`config.mk`:
```
export PLATFORM = sky130hd
export DESIGN_NAME = mac_pe_flat
export DESIGN_NICKNAME = d
export VERILOG_FILES = /design/src/rtl/mac_pkg.sv /design/src/rtl/mac_pe_if.sv /design/src/rtl/mac_dot_stage.sv /design/src/rtl/mac_pe.sv /design/src/flat_wrapper.sv
export SDC_FILE = /design/constraint.sdc
export NUM_CORES = 1
export LEC_CHECK = 0
export CORE_MARGIN = 4
export CORE_UTILIZATION = 30
export DETAILED_ROUTE_END_ITERATION = 16
export PLACE_DENSITY = 0.59
export SLEW_MARGIN = 25
export SYNTH_ARGS = -nofsm -noshare
export SYNTH_HDL_FRONTEND = slang
export SYNTH_SLANG_ARGS = --single-unit
```
`constraint.sdc`:
```
create_clock -name clk -period 8.9 [get_ports clk]
set_clock_uncertainty 0.2 [all_clocks]
set_input_delay 2.225 -clock clk [delete_from_list [all_inputs] [get_ports clk]]
set_output_delay 2.225 -clock clk [all_outputs]
set_load 0.02 [all_outputs]
```
`src/rtl/mac_pkg.sv`:
```
// Shared types and arithmetic helpers for the pipelined multiply-accumulate PE.
package mac_pkg;

  typedef enum logic {
    MAC_WRAP = 1'b0,
    MAC_SAT  = 1'b1
  } mac_mode_e;

  // Helpers evaluate at this width; the top checks that every operand fits with headroom.
  localparam int SAT_W = 64;

  // Exact width of a LANES-wide sum of signed bits_ab x bits_ab products.
  function automatic int prod_width(input int bits_ab, input int lanes);
    return 2 * bits_ab + $clog2(lanes);
  endfunction

  // Adds two sign-extended operands exactly, flags an out-of-range result for a
  // bits_c-wide accumulator, then clamps or wraps it according to mode.
  function automatic logic signed [SAT_W-1:0] sat_add(
    input  logic signed [SAT_W-1:0] a,
    input  logic signed [SAT_W-1:0] b,
    input  int                      bits_c,
    input  mac_mode_e               mode,
    output logic                    ovf
  );
    logic signed [SAT_W-1:0] sum;
    logic signed [SAT_W-1:0] hi;
    logic signed [SAT_W-1:0] lo;
    sum = a + b;
    hi  = (64'sd1 <<< (bits_c - 1)) - 64'sd1;
    lo  = -(64'sd1 <<< (bits_c - 1));
    ovf = (sum > hi) || (sum < lo);
    if (mode == MAC_WRAP)
      sat_add = (sum <<< (SAT_W - bits_c)) >>> (SAT_W - bits_c);
    else if (sum > hi)
      sat_add = hi;
    else if (sum < lo)
      sat_add = lo;
    else
      sat_add = sum;
  endfunction

endpackage

```
`src/rtl/mac_pe_if.sv`:
```
// Operand/result bundle of one systolic MAC cell.
// Handshake: en launches a product (no backpressure); busy is the product-valid
// flag, meaning a product is registered and accumulates on the next edge.
interface mac_pe_if #(
  parameter int BITS_AB = 8,
  parameter int BITS_C  = 16,
  parameter int LANES   = 2
);
  logic                     WrEn;
  logic                     en;
  logic                     clr;
  logic [LANES*BITS_AB-1:0] Ain;
  logic [LANES*BITS_AB-1:0] Bin;
  logic [BITS_C-1:0]        Cin;
  logic [LANES*BITS_AB-1:0] Aout;
  logic [LANES*BITS_AB-1:0] Bout;
  logic [BITS_C-1:0]        Cout;
  logic                     busy;
  logic                     ovf;

  modport master (
    output WrEn, en, clr, Ain, Bin, Cin,
    input  Aout, Bout, Cout, busy, ovf
  );

  modport slave (
    input  WrEn, en, clr, Ain, Bin, Cin,
    output Aout, Bout, Cout, busy, ovf
  );
endinterface

```
`src/rtl/mac_dot_stage.sv`:
```
// Stage 1: registers the forwarded operands and the exact LANES-wide dot product.
module mac_dot_stage #(
  parameter int BITS_AB = 8,
  parameter int LANES   = 2,
  parameter int PW      = 2 * BITS_AB + 1
) (
  input  logic                       clk,
  input  logic                       rst_n,
  input  logic                       en,
  input  logic                       squash,
  input  logic [LANES*BITS_AB-1:0]   ain,
  input  logic [LANES*BITS_AB-1:0]   bin,
  output logic [LANES*BITS_AB-1:0]   aout,
  output logic [LANES*BITS_AB-1:0]   bout,
  output logic signed [PW-1:0]       prod,
  output logic                       busy
);

  logic signed [PW-1:0] prod_d;

  // Lanes are widened to PW before multiplying so no product or partial sum truncates.
  always_comb begin
    prod_d = '0;
    for (int i = 0; i < LANES; i++) begin
      logic signed [BITS_AB-1:0] a_l;
      logic signed [BITS_AB-1:0] b_l;
      a_l    = signed'(ain[i*BITS_AB +: BITS_AB]);
      b_l    = signed'(bin[i*BITS_AB +: BITS_AB]);
      prod_d = prod_d + (PW'(a_l) * PW'(b_l));
    end
  end

  always_ff @(posedge clk or negedge rst_n) begin
    if (!rst_n) begin
      aout <= '0;
      bout <= '0;
      prod <= '0;
      busy <= 1'b0;
    end else if (en && !squash) begin
      aout <= ain;
      bout <= bin;
      prod <= prod_d;
      busy <= 1'b1;
    end else begin
      busy <= 1'b0;
    end
  end

endmodule

```
`src/rtl/mac_pe.sv`:
```
// Pipelined multiply-accumulate PE: dot-product stage feeding a wrap/saturate
// accumulator with preload, synchronous clear and sticky overflow.
module mac_pe
  import mac_pkg::*;
#(
  parameter int        BITS_AB = 8,
  parameter int        BITS_C  = 16,
  parameter int        LANES   = 2,
  parameter mac_mode_e MODE    = MAC_SAT
) (
  input logic     clk,
  input logic     rst_n,
  mac_pe_if.slave bus
);

  localparam int PW   = prod_width(BITS_AB, LANES);
  localparam int SUMW = ((BITS_C > PW) ? BITS_C : PW) + 1;

  if (LANES < 1) begin : g_bad_lanes
    $error("mac_pe: LANES must be at least 1");
  end
  if (BITS_C < BITS_AB) begin : g_bad_bits_c
    $error("mac_pe: BITS_C must be at least BITS_AB");
  end
  if (SUMW >= SAT_W) begin : g_bad_sum_width
    $error("mac_pe: accumulator sum does not fit the helper width");
  end

  logic [LANES*BITS_AB-1:0] aout;
  logic [LANES*BITS_AB-1:0] bout;
  logic signed [PW-1:0]     prod;
  logic                     busy;

  mac_dot_stage #(
    .BITS_AB (BITS_AB),
    .LANES   (LANES),
    .PW      (PW)
  ) u_dot (
    .clk    (clk),
    .rst_n  (rst_n),
    .en     (bus.en),
    .squash (bus.WrEn),
    .ain    (bus.Ain),
    .bin    (bus.Bin),
    .aout   (aout),
    .bout   (bout),
    .prod   (prod),
    .busy   (busy)
  );

  logic signed [BITS_C-1:0] cout_q;
  logic                     ovf_q;
  logic signed [SAT_W-1:0]  acc_x;
  logic signed [SAT_W-1:0]  prod_x;
  logic signed [SAT_W-1:0]  sum_x;
  logic                     sum_ovf;

  // Sign-extended wide add is exact for any legal parameter set (checked above).
  always_comb begin
    sum_ovf = 1'b0;
    acc_x   = SAT_W'(cout_q);
    prod_x  = SAT_W'(prod);
    sum_x   = sat_add(acc_x, prod_x, BITS_C, MODE, sum_ovf);
  end

  // Preload beats clear beats accumulate; preload and clear also drop a pending product.
  always_ff @(posedge clk or negedge rst_n) begin
    if (!rst_n) begin
      cout_q <= '0;
      ovf_q  <= 1'b0;
    end else if (bus.WrEn) begin
      cout_q <= bus.Cin;
      ovf_q  <= 1'b0;
    end else if (bus.clr) begin
      cout_q <= '0;
      ovf_q  <= 1'b0;
    end else if (busy) begin
      cout_q <= sum_x[BITS_C-1:0];
      if (sum_ovf) ovf_q <= 1'b1;
    end
  end

  assign bus.Aout = aout;
  assign bus.Bout = bout;
  assign bus.Cout = cout_q;
  assign bus.busy = busy;
  assign bus.ovf  = ovf_q;

endmodule

```
`src/flat_wrapper.sv`:
```
// flat-port wrapper written by rule: the top's interface ports become plain ports
module mac_pe_flat import mac_pkg::*;
#(
  parameter int        BITS_AB = 8,
  parameter int        BITS_C  = 16,
  parameter int        LANES   = 2,
  parameter mac_mode_e MODE    = MAC_SAT
)
  (clk, rst_n, bus_WrEn, bus_en, bus_clr, bus_Ain, bus_Bin, bus_Cin, bus_Aout, bus_Bout, bus_Cout, bus_busy, bus_ovf);
  mac_pe_if #(.BITS_AB(BITS_AB), .BITS_C(BITS_C), .LANES(LANES)) bus_i ();
  input logic clk;
  input logic rst_n;
  input wire logic [$bits(bus_i.WrEn)-1:0] bus_WrEn;
  input wire logic [$bits(bus_i.en)-1:0] bus_en;
  input wire logic [$bits(bus_i.clr)-1:0] bus_clr;
  input wire logic [$bits(bus_i.Ain)-1:0] bus_Ain;
  input wire logic [$bits(bus_i.Bin)-1:0] bus_Bin;
  input wire logic [$bits(bus_i.Cin)-1:0] bus_Cin;
  output wire logic [$bits(bus_i.Aout)-1:0] bus_Aout;
  output wire logic [$bits(bus_i.Bout)-1:0] bus_Bout;
  output wire logic [$bits(bus_i.Cout)-1:0] bus_Cout;
  output wire logic [$bits(bus_i.busy)-1:0] bus_busy;
  output wire logic [$bits(bus_i.ovf)-1:0] bus_ovf;
  assign bus_i.WrEn = bus_WrEn;
  assign bus_i.en = bus_en;
  assign bus_i.clr = bus_clr;
  assign bus_i.Ain = bus_Ain;
  assign bus_i.Bin = bus_Bin;
  assign bus_i.Cin = bus_Cin;
  assign bus_Aout = bus_i.Aout;
  assign bus_Bout = bus_i.Bout;
  assign bus_Cout = bus_i.Cout;
  assign bus_busy = bus_i.busy;
  assign bus_ovf = bus_i.ovf;
  mac_pe #(.BITS_AB(BITS_AB), .BITS_C(BITS_C), .LANES(LANES), .MODE(MODE)) u_core (.clk(clk), .rst_n(rst_n), .bus(bus_i));
endmodule
```
==> metrics.md, run 1 <==
| Metric | Value |
|---|---|
| Status | finished, final reports clean |
| Maxcap violations | 0 |
| Area contributors post-synth | fa_1, dfrtp_1, ha_1, inv_1, nand2_1 |
| Initial Utilization | 0.305 |
| Tmin final | 8370 ps |
| Avg Inst Size Synth | between 9 and 10 um^2 |
| Startpoint Class | input pin |
| DR vias/cell | around 4.6 |
| Final hold vios | 0 |
| YS warnings | 0 |
| Largest stage delay on the critical path | roughly 720 ps |
| Pwr Density | 402 nW/um^2 |
| Worst Path Max Fanout | 9 |
| Slew margin rel. | 0.351 |
| Largest net degree at the start of global routing | 68 |
| RSZ-0062 raised after global routing | no |
| Finished Layout Cells | 1476 |
| Max-slew violations | 0 |
| Synth cell types | 57 |
| CP max-delay cell | a2111oi_0 |
| CP endpoint kind | flop |
| Worst-Skew Late Latency | around 350 ps |
| Die H | between 150 and 200 um |
| Setup TNS | 0 ps |
| Leakage | between 5 and 6 nW |
| Final wirelength | 22000 um |
| Total number of vias | 6855 |
| DR DRC count | 0 |
| Nets@finish | 1348 |
| Async set-reset flop share out of synthesis | 1.00 |
| Synth area leader | fa_1 |
| Seq cells post-synth | 67 |
| Std-Cell Rows | 63 |
| CP arrival | 8400 ps |
| Final worst-path cycle share | 0.941 |
| Most used cell along the critical path | fa_1 |
| P&R area growth vs syn | 19.9% |
| Crit path kind | in -> reg |
| Initial antenna violation count | 0 |
| Detailed Route Iter0 Violations | 307 |
| Routed wl met2 | about 11000 um |
| Worst vdd ir | 0.424 mV |
| Die width | ~180 um |
| Post-CTS setup repair buffer count | 0 |
| Clock buffer depth | 2 |
| PortBufs | 102 |
| Clock slew at reported path FFs | 60 ps |
| FF-to-FF path depth | 10 |
| Cts repair resizes | 0 |
| Post-synth top cells | inv_1, nand2_1, fa_1 |
| Final Setup Violations | 0 |
| Syn_nets | between 1000 and 1500 |
| Worst reg2reg startpoint | u_core.bus.Cout[0]$_DFFE_PN0P_ |
| Io pins | 103 |
| Worst setup endpoint | u_core.u_dot.prod[16]$_DFFE_PN0P_ |
| Post-synth top flop | dfrtp_1 |
| Post-route cell area | approximately 11000 um^2 |
| Critical Path, Cell by Cell | clkdlybuf4s50_1 > and2_1 > fa_1 > inv_1 > fa_1 > inv_1 > fa_1 > fa_1 > fa_1 > inv_1 > fa_1 > inv_1 > ha_1 > inv_1 > o21ai_0 > a2111oi_0 > o31ai_1 > o221a_2 > o2111ai_1 > nand3b_1 |
| Cts bufs inserted | 9 |
| Core Util, Final | 0.365 |
| DRT met1 WL | 9450 um |
| DR top layer | met4 |
| Placed inst area | ~11000 um^2 |
| Hold Buf Count CTS | 0 |
| Sequential area share after synthesis | 0.185 |
| First-pass GRT wire length | ~37000 um |
| R2R Setup Slk | between 5000 and 6000 ps |
| Reg-to-Reg End | u_core.bus.Cout[3]$_DFFE_PN0P_ |
| Post-synth top area share | 0.318 |
| Number of cells produced by synthesis | 982 |
| Post-synth EDFFs | 0 |
| Final ANT Viol Nets | 0 |
| Tightest Pin Transition | 968 ps |
| Number of global-route vias before repair | 7244 |
| Gpl congestion | 0.841 |
| DP HPWL | approximately 18000 um |
| Placed cell count | about 1500 |
| Drt wl/cell | 14.9 um |
| PnR Total Power | between 0.004 and 0.005 W |
| Core footprint | between 20000 and 30000 um^2 |
| Fmax | 119 MHz |
| Type of the most critical hold path | reg -> reg |
| CTS sink cnt | 67 |
| CP required | 8930 ps |
| Total grt overflow | 0 |
| ANT cells | 0 |
| CTS tree | yes |
| Number of detailed-route iterations in the first pass | 5 |
| Most common cell in the netlist | inv_1 |
| Die area | 33000 um^2 |
| CP startpoint | bus_Bin[1] |
| Total Routing Usage GR | 0.139 |
| Layout cells sized above 1 | 0.0543 |
| Mapped Area | 9060 um^2 |
| Clock root buffer | clkbuf_16 |
| Routed met3 length | slightly above 800 um |
| H-tree Lvls | 3 |
-- per-layer routing --
metal / track usage / up-vias
li1: - / 3291
met1: 0.179 / 3413
met2: 0.245 / 119
met3: 0.0212 / 32
met4: 0.0372 / 0
met5: 0 / -
-- cell families after synthesis --
kind of cell	share of synthesized area
flip-flops	0.185
adder cells (fa/ha/maj)	0.415
XOR/XNOR	0.0300
buffers and inverters	0.0866
AO/OA/AOI/OAI	0.108
AND/OR/NAND/NOR	0.175
-- cell type report --
class,count,area (um^2)
fillers,3042,18900
multi-input cells,710,6600
flip-flops and latches,67,1680
repair buffers,115,1120
inverters,178,668
well taps,390,488
clock buffers,11,243
clock inverters,5,62.6
-- critical path, delay by kind of cell --
kind	cells	cell delay, ps
adder cells (fa/ha/maj)	7	3280
AO/OA/AOI/OAI	5	1610
buffers and inverters	6	900
AND/OR/NAND/NOR	2	370
-- where the power goes --
group          internal (W)  total, W  switching [W]  leakage (nW)
combinational       0.00157   0.00354        0.00198          4.21
clock              0.000226  0.000376       0.000150         0.142
sequential         0.000389  0.000448      0.0000593         0.831
-- worst min-delay path by stage --
stage / start / to / slack (ps) / cells after the start
global placement: u_core.u_dot.bout[11]$_DFFE_PN0P_ / u_core.u_dot.bout[11]$_DFFE_PN0P_ / 260 / 2
floorplan: u_core.u_dot.prod[11]$_DFFE_PN0P_ / u_core.u_dot.prod[11]$_DFFE_PN0P_ / 250 / 2
finish: u_core.u_dot.bout[0]$_DFFE_PN0P_ / u_core.u_dot.bout[0]$_DFFE_PN0P_ / 270 / 2
global route: u_core.u_dot.aout[12]$_DFFE_PN0P_ / u_core.u_dot.aout[12]$_DFFE_PN0P_ / 300 / 2
CTS: u_core.u_dot.aout[6]$_DFFE_PN0P_ / u_core.u_dot.aout[6]$_DFFE_PN0P_ / 280 / 2
detailed placement: u_core.u_dot.aout[6]$_DFFE_PN0P_ / u_core.u_dot.aout[6]$_DFFE_PN0P_ / 260 / 2
-- state kept, by name (all words and copies together) (netlist names) --
| signal | cells |
|---|---|
| u_core.bus.Cout | 16 |
| u_core.bus.ovf | 1 |
| u_core.u_dot.aout | 16 |
| u_core.u_dot.bout | 16 |
| u_core.u_dot.busy | 1 |
| u_core.u_dot.prod | 17 |
-- per-stage QoR --
| stage | setup WS, ps | hold WS [ps] |
|---|---|---|
| 2_1_floorplan | 981 | 247 |
| 3_3_place_gp | 354 | 260 |
| 3_5_place_dp | 187 | 264 |
| 4_1_cts | 521 | 278 |
| 5_1_grt | 145 | 295 |
| 6_report | 526 | 273 |
-- layout by cell type (no fill, tap or decap), types with 4 or more instances in the layout --
| master | count |
|---|---|
| buf_4 | 13 |
| xnor2_1 | 24 |
| ha_1 | 70 |
| xor2_1 | 7 |
| nand2_1 | 174 |
| clkdlybuf4s50_1 | 101 |
| nor2_1 | 28 |
| o31ai_1 | 4 |
| a211oi_1 | 8 |
| and2_1 | 76 |
| dfrtp_1 | 67 |
| or2_2 | 4 |
| a21oi_1 | 24 |
| nand2b_1 | 12 |
| a21o_1 | 11 |
| inv_1 | 176 |
| fa_1 | 144 |
| o21ai_0 | 37 |
| nand3_1 | 7 |
| a211o_1 | 4 |
| clkbuf_16 | 9 |
| o211ai_2 | 4 |
| nor3_1 | 15 |
| o221ai_2 | 10 |
Note: power is estimated with default switching activity, not from simulation.
==> run 2: changes to the inputs <==
Settings changed: PLACE_DENSITY 0.59 to 0.61.
Clock period 8.9 ns to 7.6 ns, I/O delays scaled along.
==> run 2 against run 1 <==
Compared with the run above:
- final cell count increased by 5.4%
- highest routed layer unchanged
- worst setup slack got worse by 310 ps
- worst hold slack got worse by 5.0 ps
- routed wire length increased by 2.2%
- flip-flop and latch count unchanged
- combinational power increased by 42%
- count of clock-buffer cells in the layout unchanged
- utilization increased by 2.2 points
==> metrics.md, run 2 (synthesis results as in run 1) <==
| Metric | Value |
|---|---|
| PnR Total Power | 0.00599 W (was 0.00437 W) |
| FF+latch area | 1680 um^2 (unchanged) |
| Maxcap violations | 0 (unchanged) |
| Clock Power Share | 0.075 (was 0.086) |
| Die H | 182 um (unchanged) |
| Sequential share of power | 0.088 (was 0.103) |
| Detailed Route Iter0 Violations | 274 (was 307) |
| Most used cell along the critical path | fa_1 (unchanged) |
| Gpl congestion | 0.836 (was 0.841) |
| Std-Cell Rows | 63 (unchanged) |
| Number of cells on the worst hold path | 2 (unchanged) |
| Max-slew violations | 0 (unchanged) |
| RSZ-0062 raised after global routing | yes (was no) |
| Number of detailed-route iterations in the first pass | 4 (was 5) |
| Tightest Pin Transition | 1040 ps (was 968 ps) |
| Total Routing Usage GR | 0.141 (was 0.139) |
| Crit path kind | in -> reg (unchanged) |
| Final ANT Viol Nets | 0 (unchanged) |
| Io pins | 103 (unchanged) |
| Critical Path Stages | 21 (was 20) |
| # fillers | 2986 (was 3042) |
| Slew margin rel. | 0.301 (was 0.351) |
| CTS sink cnt | 67 (unchanged) |
| Final worst-path cycle share | 0.972 |
| Leakage | 5.65 nW (was 5.18 nW) |
| CP endpoint kind | flop (unchanged) |
| Startpoint Class | input pin (unchanged) |
| Clock root buffer | clkbuf_16 (unchanged) |
| Tmin final | 7390 ps |
| Logic pwr share | 0.837 (was 0.811) |
| DR DRC count | 0 (unchanged) |
| Pwr Density | 521 nW/um^2 (was 402 nW/um^2) |
| Drt wl/cell | 14.5 um (was 14.9 um) |
| Max FFs per register | 17 (unchanged) |
| Initial antenna violation count | 0 (unchanged) |
| Die width | 182 um (unchanged) |
| Core Util, Final | 0.387 (was 0.365) |
| Commonest cells after routing, fill and taps aside | inv_1, nand2_1, fa_1, clkdlybuf4s50_1, buf_4 (was inv_1, nand2_1, fa_1, clkdlybuf4s50_1, and2_1) |
| FF-to-FF path depth | 10 (unchanged) |
| Hold Buf Count CTS | 0 (unchanged) |
| CTS tree | yes (unchanged) |
| Final wirelength | 22500 um (was 22000 um) |
| First-pass GRT wire length | 37900 um (was 37100 um) |
| Cts bufs inserted | 9 (unchanged) |
| Nets@finish | 1427 (was 1348) |
| Worst Path Max Fanout | 3 (was 9) |
| Die area | 33000 um^2 (unchanged) |
| Largest stage delay on the critical path | 530 ps (was 720 ps) |
| NetSw | 0.00278 W (was 0.00219 W) |
| Clock slew at reported path FFs | 60 ps (about the same) |
| H-tree Lvls | 3 (unchanged) |
| DR vias/cell | 4.57 (was 4.64) |
| DP HPWL | 18600 um (was 18000 um) |
| Crit path buf inv count | 7 (was 6) |
| PortBufs | 102 (unchanged) |
| CP max-delay cell | fa_1 (was a2111oi_0) |
| Initial Utilization | 0.305 (unchanged) |
| Most common cell after layout, fill and taps aside | inv_1 (unchanged) |
| P&R area growth vs syn | 27.1% (was 19.9%) |
| Worst vdd ir | 0.510 mV (was 0.424 mV) |
| Sw frac | 0.464 (was 0.500) |
| Largest net degree at the start of global routing | 68 (unchanged) |
| Final hold vios | 0 (unchanged) |
| Core footprint | 29700 um^2 (unchanged) |
| Clock buffer depth | 2 (unchanged) |
| Layout cells sized above 1 | 0.124 (was 0.0543) |
| Biggest register | u_core.u_dot.prod (unchanged) |
| Status | finished, final reports clean (unchanged) |
| Total grt overflow | 0 (unchanged) |
| ANT cells | 0 (unchanged) |
| Final Setup Violations | 0 (unchanged) |
| Cell Int Power | 0.00321 W (was 0.00218 W) |
| CP arrival | 7410 ps (was 8400 ps) |
| Multi-input logic area | 6620 um^2 (was 6600 um^2) |
| Number of global-route vias before repair | 7562 (was 7244) |
| Total number of vias | 7111 (was 6855) |
| Type of the most critical hold path | reg -> reg (unchanged) |
| CP required | 7620 ps (was 8930 ps) |
| CP top delay family | adder cells (unchanged) |
| Worst-Skew Late Latency | 340 ps (was 350 ps) |
| Critical Path, Cell by Cell | clkdlybuf4s50_1 > and2_1 > fa_1 > inv_1 > fa_1 > inv_1 > fa_1 > fa_1 > fa_1 > inv_1 > fa_1 > inv_1 > ha_1 > inv_1 > o21ai_0 > a2111oi_1 > buf_4 > o31ai_2 > o221a_2 > nor3_1 > nand3b_1 (was clkdlybuf4s50_1 > and2_1 > fa_1 > inv_1 > fa_1 > inv_1 > fa_1 > fa_1 > fa_1 > inv_1 > fa_1 > inv_1 > ha_1 > inv_1 > o21ai_0 > a2111oi_0 > o31ai_1 > o221a_2 > o2111ai_1 > nand3b_1) |
| Fmax | roughly 140 MHz |
## run 2: cell type report
class / count / area share
tap: 390 / 0.0424
inverter: 178 / 0.0580
timing repair buffer: 194 / 0.152
sequential: 67 / 0.146
clock inverter: 5 / 0.00522
clock buffer: 11 / 0.0220
multi-input combinational: 710 / 0.575
## run 2: power by group through the flow
stage	clock, W	sequential (W)	combinational (W)
floorplan	0	0.000567	0.00327
global placement	0	0.000536	0.00489
detailed placement	0	0.000537	0.00497
CTS	0.000465	0.000532	0.00501
global route	0.000477	0.000540	0.00572
finish	0.000450	0.000529	0.00501
## run 2: repair_timing
item,4_1_cts,5_1_grt
buffers inserted,0,0
gates resized for setup,0,13
endpoints found under the hold margin,0,0
endpoints found under the setup margin,0,6
## run 2: path summary, 6_finish.rpt
path	start	to	slack (ps)
max in group asynchronous	rst_n	u_core.u_dot.aout[9]$_DFFE_PN0P_	5320
min in group asynchronous	rst_n	u_core.bus.Cout[15]$_DFFE_PN0P_	1300
setup / recovery	bus_Ain[4]	u_core.u_dot.prod[16]$_DFFE_PN0P_	210
setup reg to reg	u_core.bus.Cout[0]$_DFFE_PN0P_	u_core.bus.Cout[3]$_DFFE_PN0P_	3710
hold / removal	u_core.u_dot.aout[9]$_DFFE_PN0P_	u_core.u_dot.aout[9]$_DFFE_PN0P_	270
hold reg to reg	u_core.u_dot.aout[9]$_DFFE_PN0P_	u_core.u_dot.aout[9]$_DFFE_PN0P_	270
## run 2: routing by layer
layer	vias to the layer above	GRT usage	share of wire
met5	-	0	0
met4	0	0.0339	0.014
met3	16	0.0234	0.044
met2	105	0.246	0.51
met1	3540	0.183	0.43
li1	3450	-	-
## run 2: worst min-delay path, cell delays in order (launching register included)
cell and delay (ps):
dfrtp_1 340, nand2_1 50, nand2_1 50
## run 2: metrics by stage
step	hold WS [ps]	cells	setup WS (ps)	TNS [ps]	cell area, um^2
2_1_floorplan	247	982	6.15	0	9060
3_3_place_gp	258	1538	-370	-1420	11100
3_5_place_dp	261	1538	-271	-1080	11100
4_1_cts	275	1554	73.3	0	11400
5_1_grt	294	1555	-20.9	-25.9	11500
6_report	268	1555	214	0	11500
==> run 3: changes to the inputs <==
Settings changed: CORE_ASPECT_RATIO set to 0.9.
==> run 3 against run 2 <==
Compared with the run above:
- total power rose by 1.9%
- combinational power rose by 2%
- worst setup slack worse by 12 ps
- critical path depth fell by 2
- sequential share of layout area about the same
- non-clock buffer count decreased by 5
- die area about the same
- sequential power down 0.8%
- critical path type unchanged
- largest cell class unchanged
==> metrics.md, run 3 (synthesis results as in run 1) <==
| Metric | Value |
|---|---|
| Sequential share of power | 0.086 (was 0.088) |
| Fmax | 135 MHz (about the same) |
| Pwr Density | 529 nW/um^2 (was 521 nW/um^2) |
| Clock Power Share | 0.080 (was 0.075) |
| DP HPWL | 19400 um (was 18600 um) |
| Initial Utilization | 0.304 (was 0.305) |
| Number of cells on the worst hold path | 2 (unchanged) |
| Gpl congestion | 0.870 (was 0.836) |
| Post-CTS setup repair buffer count | 0 (unchanged) |
| # fillers | 2996 (was 2986) |
| CTS tree | yes (unchanged) |
| Tightest Pin Transition | 942 ps (was 1040 ps) |
| Tmin final | 7400 ps (was 7390 ps) |
| Worst Path Max Fanout | 3 (unchanged) |
| Detailed Route Iter0 Violations | 333 (was 274) |
| PortBufs | 102 (unchanged) |
| Final worst-path cycle share | 0.974 (was 0.972) |
| Number of global-route vias before repair | 7516 (was 7562) |
| R2R Setup Slk | 3800 ps (was 3710 ps) |
| Reg-to-Reg End | u_core.bus.Cout[3]$_DFFE_PN0P_ (unchanged) |
| Std-Cell Rows | 60 (was 63) |
| Cts bufs inserted | 9 (unchanged) |
| Gr busiest metal | met2 (unchanged) |
| Final hold vios | 0 (unchanged) |
| Clock root buffer | clkbuf_16 (unchanged) |
| Drt wl/cell | 15.1 um (was 14.5 um) |
| Worst min-delay path endpoint | u_core.u_dot.aout[0]$_DFFE_PN0P_ (was u_core.u_dot.aout[9]$_DFFE_PN0P_) |
| Finished Layout Cells | 1563 (was 1555) |
| Die H | 173 um (was 182 um) |
| Startpoint Class | input pin (unchanged) |
| Max-slew violations | 0 (unchanged) |
| Leakage | 5.67 nW (was 5.65 nW) |
| Crit path kind | in -> reg (unchanged) |
| Core footprint | 29800 um^2 (was 29700 um^2) |
| Sw frac | 0.461 (was 0.464) |
| DR DRC count | 0 (unchanged) |
| CTS sink cnt | 67 (unchanged) |
| CP arrival | 7480 ps (was 7410 ps) |
| H-tree Lvls | 3 (unchanged) |
| Final wirelength | 23600 um (was 22500 um) |
| Clock slew at reported path FFs | 60 ps (about the same) |
| Placed cell count | 1547 (was 1538) |
| M2 GR Usage | 0.240 (was 0.246) |
| Pre-CTS setup slack | -463 ps (was -271 ps) |
| Total number of vias | 7168 (was 7111) |
| Nets@finish | 1422 (was 1427) |
| Total Routing Usage GR | 0.149 (was 0.141) |
| Logic pwr share | 0.834 (was 0.837) |
| CP required | 7680 ps (was 7620 ps) |
| P&R area growth vs syn | 27.4% (was 27.1%) |
| Final Setup Violations | 0 (unchanged) |
| Setup TNS | 0 ps (unchanged) |
| RSZ-0062 raised after global routing | no (was yes) |
| Worst setup margin | 201 ps (was 214 ps) |
| CP endpoint kind | flop (unchanged) |
| GR Util met3 | 0.0291 (was 0.0234) |
| NetSw | 0.00282 W (was 0.00278 W) |
| Final ANT Viol Nets | 0 (unchanged) |
| GR Layer Usage met1 | 0.207 (was 0.183) |
| Worst hold slack | 273 ps (was 268 ps) |
| Io pins | 103 (unchanged) |
| Max FFs per register | 17 (unchanged) |
| Status | finished, final reports clean (unchanged) |
| Worst-Skew Late Latency | 360 ps (was 340 ps) |
| Commonest cells after routing, fill and taps aside | inv_1, nand2_1, fa_1, clkdlybuf4s50_1, buf_4 (unchanged) |
| Worst reg2reg startpoint | u_core.bus.Cout[0]$_DFFE_PN0P_ (unchanged) |
| Slew margin rel. | 0.368 (was 0.301) |
| Number of detailed-route iterations in the first pass | 5 (was 4) |
| Largest net degree at the start of global routing | 68 (unchanged) |
| First-pass GRT wire length | 39500 um (was 37900 um) |
| DR vias/cell | 4.59 (was 4.57) |
| Die width | 191 um (was 182 um) |
| Biggest register | u_core.u_dot.prod (unchanged) |
| Worst vdd ir | 0.611 mV (was 0.510 mV) |
| Most common cell after layout, fill and taps aside | inv_1 (unchanged) |
| ANT cells | 0 (unchanged) |
| FF-to-FF path depth | 10 (unchanged) |
| Maxcap violations | 0 (unchanged) |
| Cell Int Power | 0.00329 W (was 0.00321 W) |
| Die area | 33000 um^2 (about the same) |
| Clock buffer depth | 2 (unchanged) |
| Total grt overflow | 0 (unchanged) |
| Initial antenna violation count | 1 (was 0) |
| Type of the most critical hold path | reg -> reg (unchanged) |
| Hold Crit Start | u_core.u_dot.aout[0]$_DFFE_PN0P_ (was u_core.u_dot.aout[9]$_DFFE_PN0P_) |
| Layout cells sized above 1 | 0.122 (was 0.124) |
==> run 3: cell count changes in the layout (fill, tap and decap cells not counted), sizes merged, moves of 2 or more <==
cell,change
buf,-5
inv,+2
dlymetal6s2s,+5
clkdlybuf4s50,-6
clkbuf,-2
==> run 3: cell type report <==
type / instances / area [um^2] / area share
Clock buffer: 9 / 225 / 0.0195
Clock inverter: 7 / 106 / 0.00922
Inverter: 178 / 672 / 0.0582
Multi-Input combinational cell: 710 / 6620 / 0.574
Sequential cell: 67 / 1680 / 0.145
Tap cell: 403 / 504 / 0.0437
Timing Repair Buffer: 189 / 1730 / 0.150
==> run 3: how the worst max path moves through the flow <==
stage                startpoint                                end  slack (ps)  cells past startpoint
floorplan           bus_Ain[15]  u_core.u_dot.prod[15]$_DFFE_PN0P_           6                     19
global placement     bus_Ain[5]  u_core.u_dot.prod[16]$_DFFE_PN0P_        -430                     21
detailed placement   bus_Ain[5]  u_core.u_dot.prod[16]$_DFFE_PN0P_        -460                     21
CTS                 bus_Ain[15]  u_core.u_dot.prod[15]$_DFFE_PN0P_          40                     19
global route         bus_Ain[1]  u_core.u_dot.prod[15]$_DFFE_PN0P_           7                     20
finish               bus_Bin[8]  u_core.u_dot.prod[15]$_DFFE_PN0P_         200                     19
==> run 3: power by group through the flow <==
stage	logic, W	clock network, W	registers, W
2_1_floorplan	0.00327	0	0.000567
3_3_place_gp	0.00497	0	0.000534
3_5_place_dp	0.00507	0	0.000534
4_1_cts	0.00513	0.000505	0.000528
5_1_grt	0.00581	0.000512	0.000538
6_report	0.00509	0.000486	0.000525
==> run 3: through the flow <==
stage               total power [W]  utilization  instance area [um^2]
finish                      0.00610        0.387                 11500
global route                0.00686        0.387                 11500
CTS                         0.00616        0.385                 11500
detailed placement          0.00560        0.373                 11100
global placement            0.00551        0.373                 11100
floorplan                   0.00383            -                  9060
==> run 3: timing repair <==
item | in CTS | in global routing
endpoints found under the setup margin | 2 | 7
hold buffers | 0 | 0
pin swaps | 0 | 3
gates resized for setup | 3 | 23
==> run 3: per-layer routing <==
metal  vias to the layer above  wire length [um]
met5                         -                14
met4                         2               448
met3                        31              1070
met2                       130             11400
met1                      3567             10600
li1                       3438                 -
==> run 3: worst max-delay path, stage by stage <==
cell and delay (ps):
clkdlybuf4s50_1 550, and2_1 220, inv_1 70, fa_1 450, fa_1 510, inv_1 50, fa_1 550, fa_1 440
fa_1 490, inv_1 50, fa_1 470, inv_1 40, ha_1 300, or2_2 290, a21oi_2 170, nor3_1 90
o311a_1 370, or3_1 350, nand3_1 90
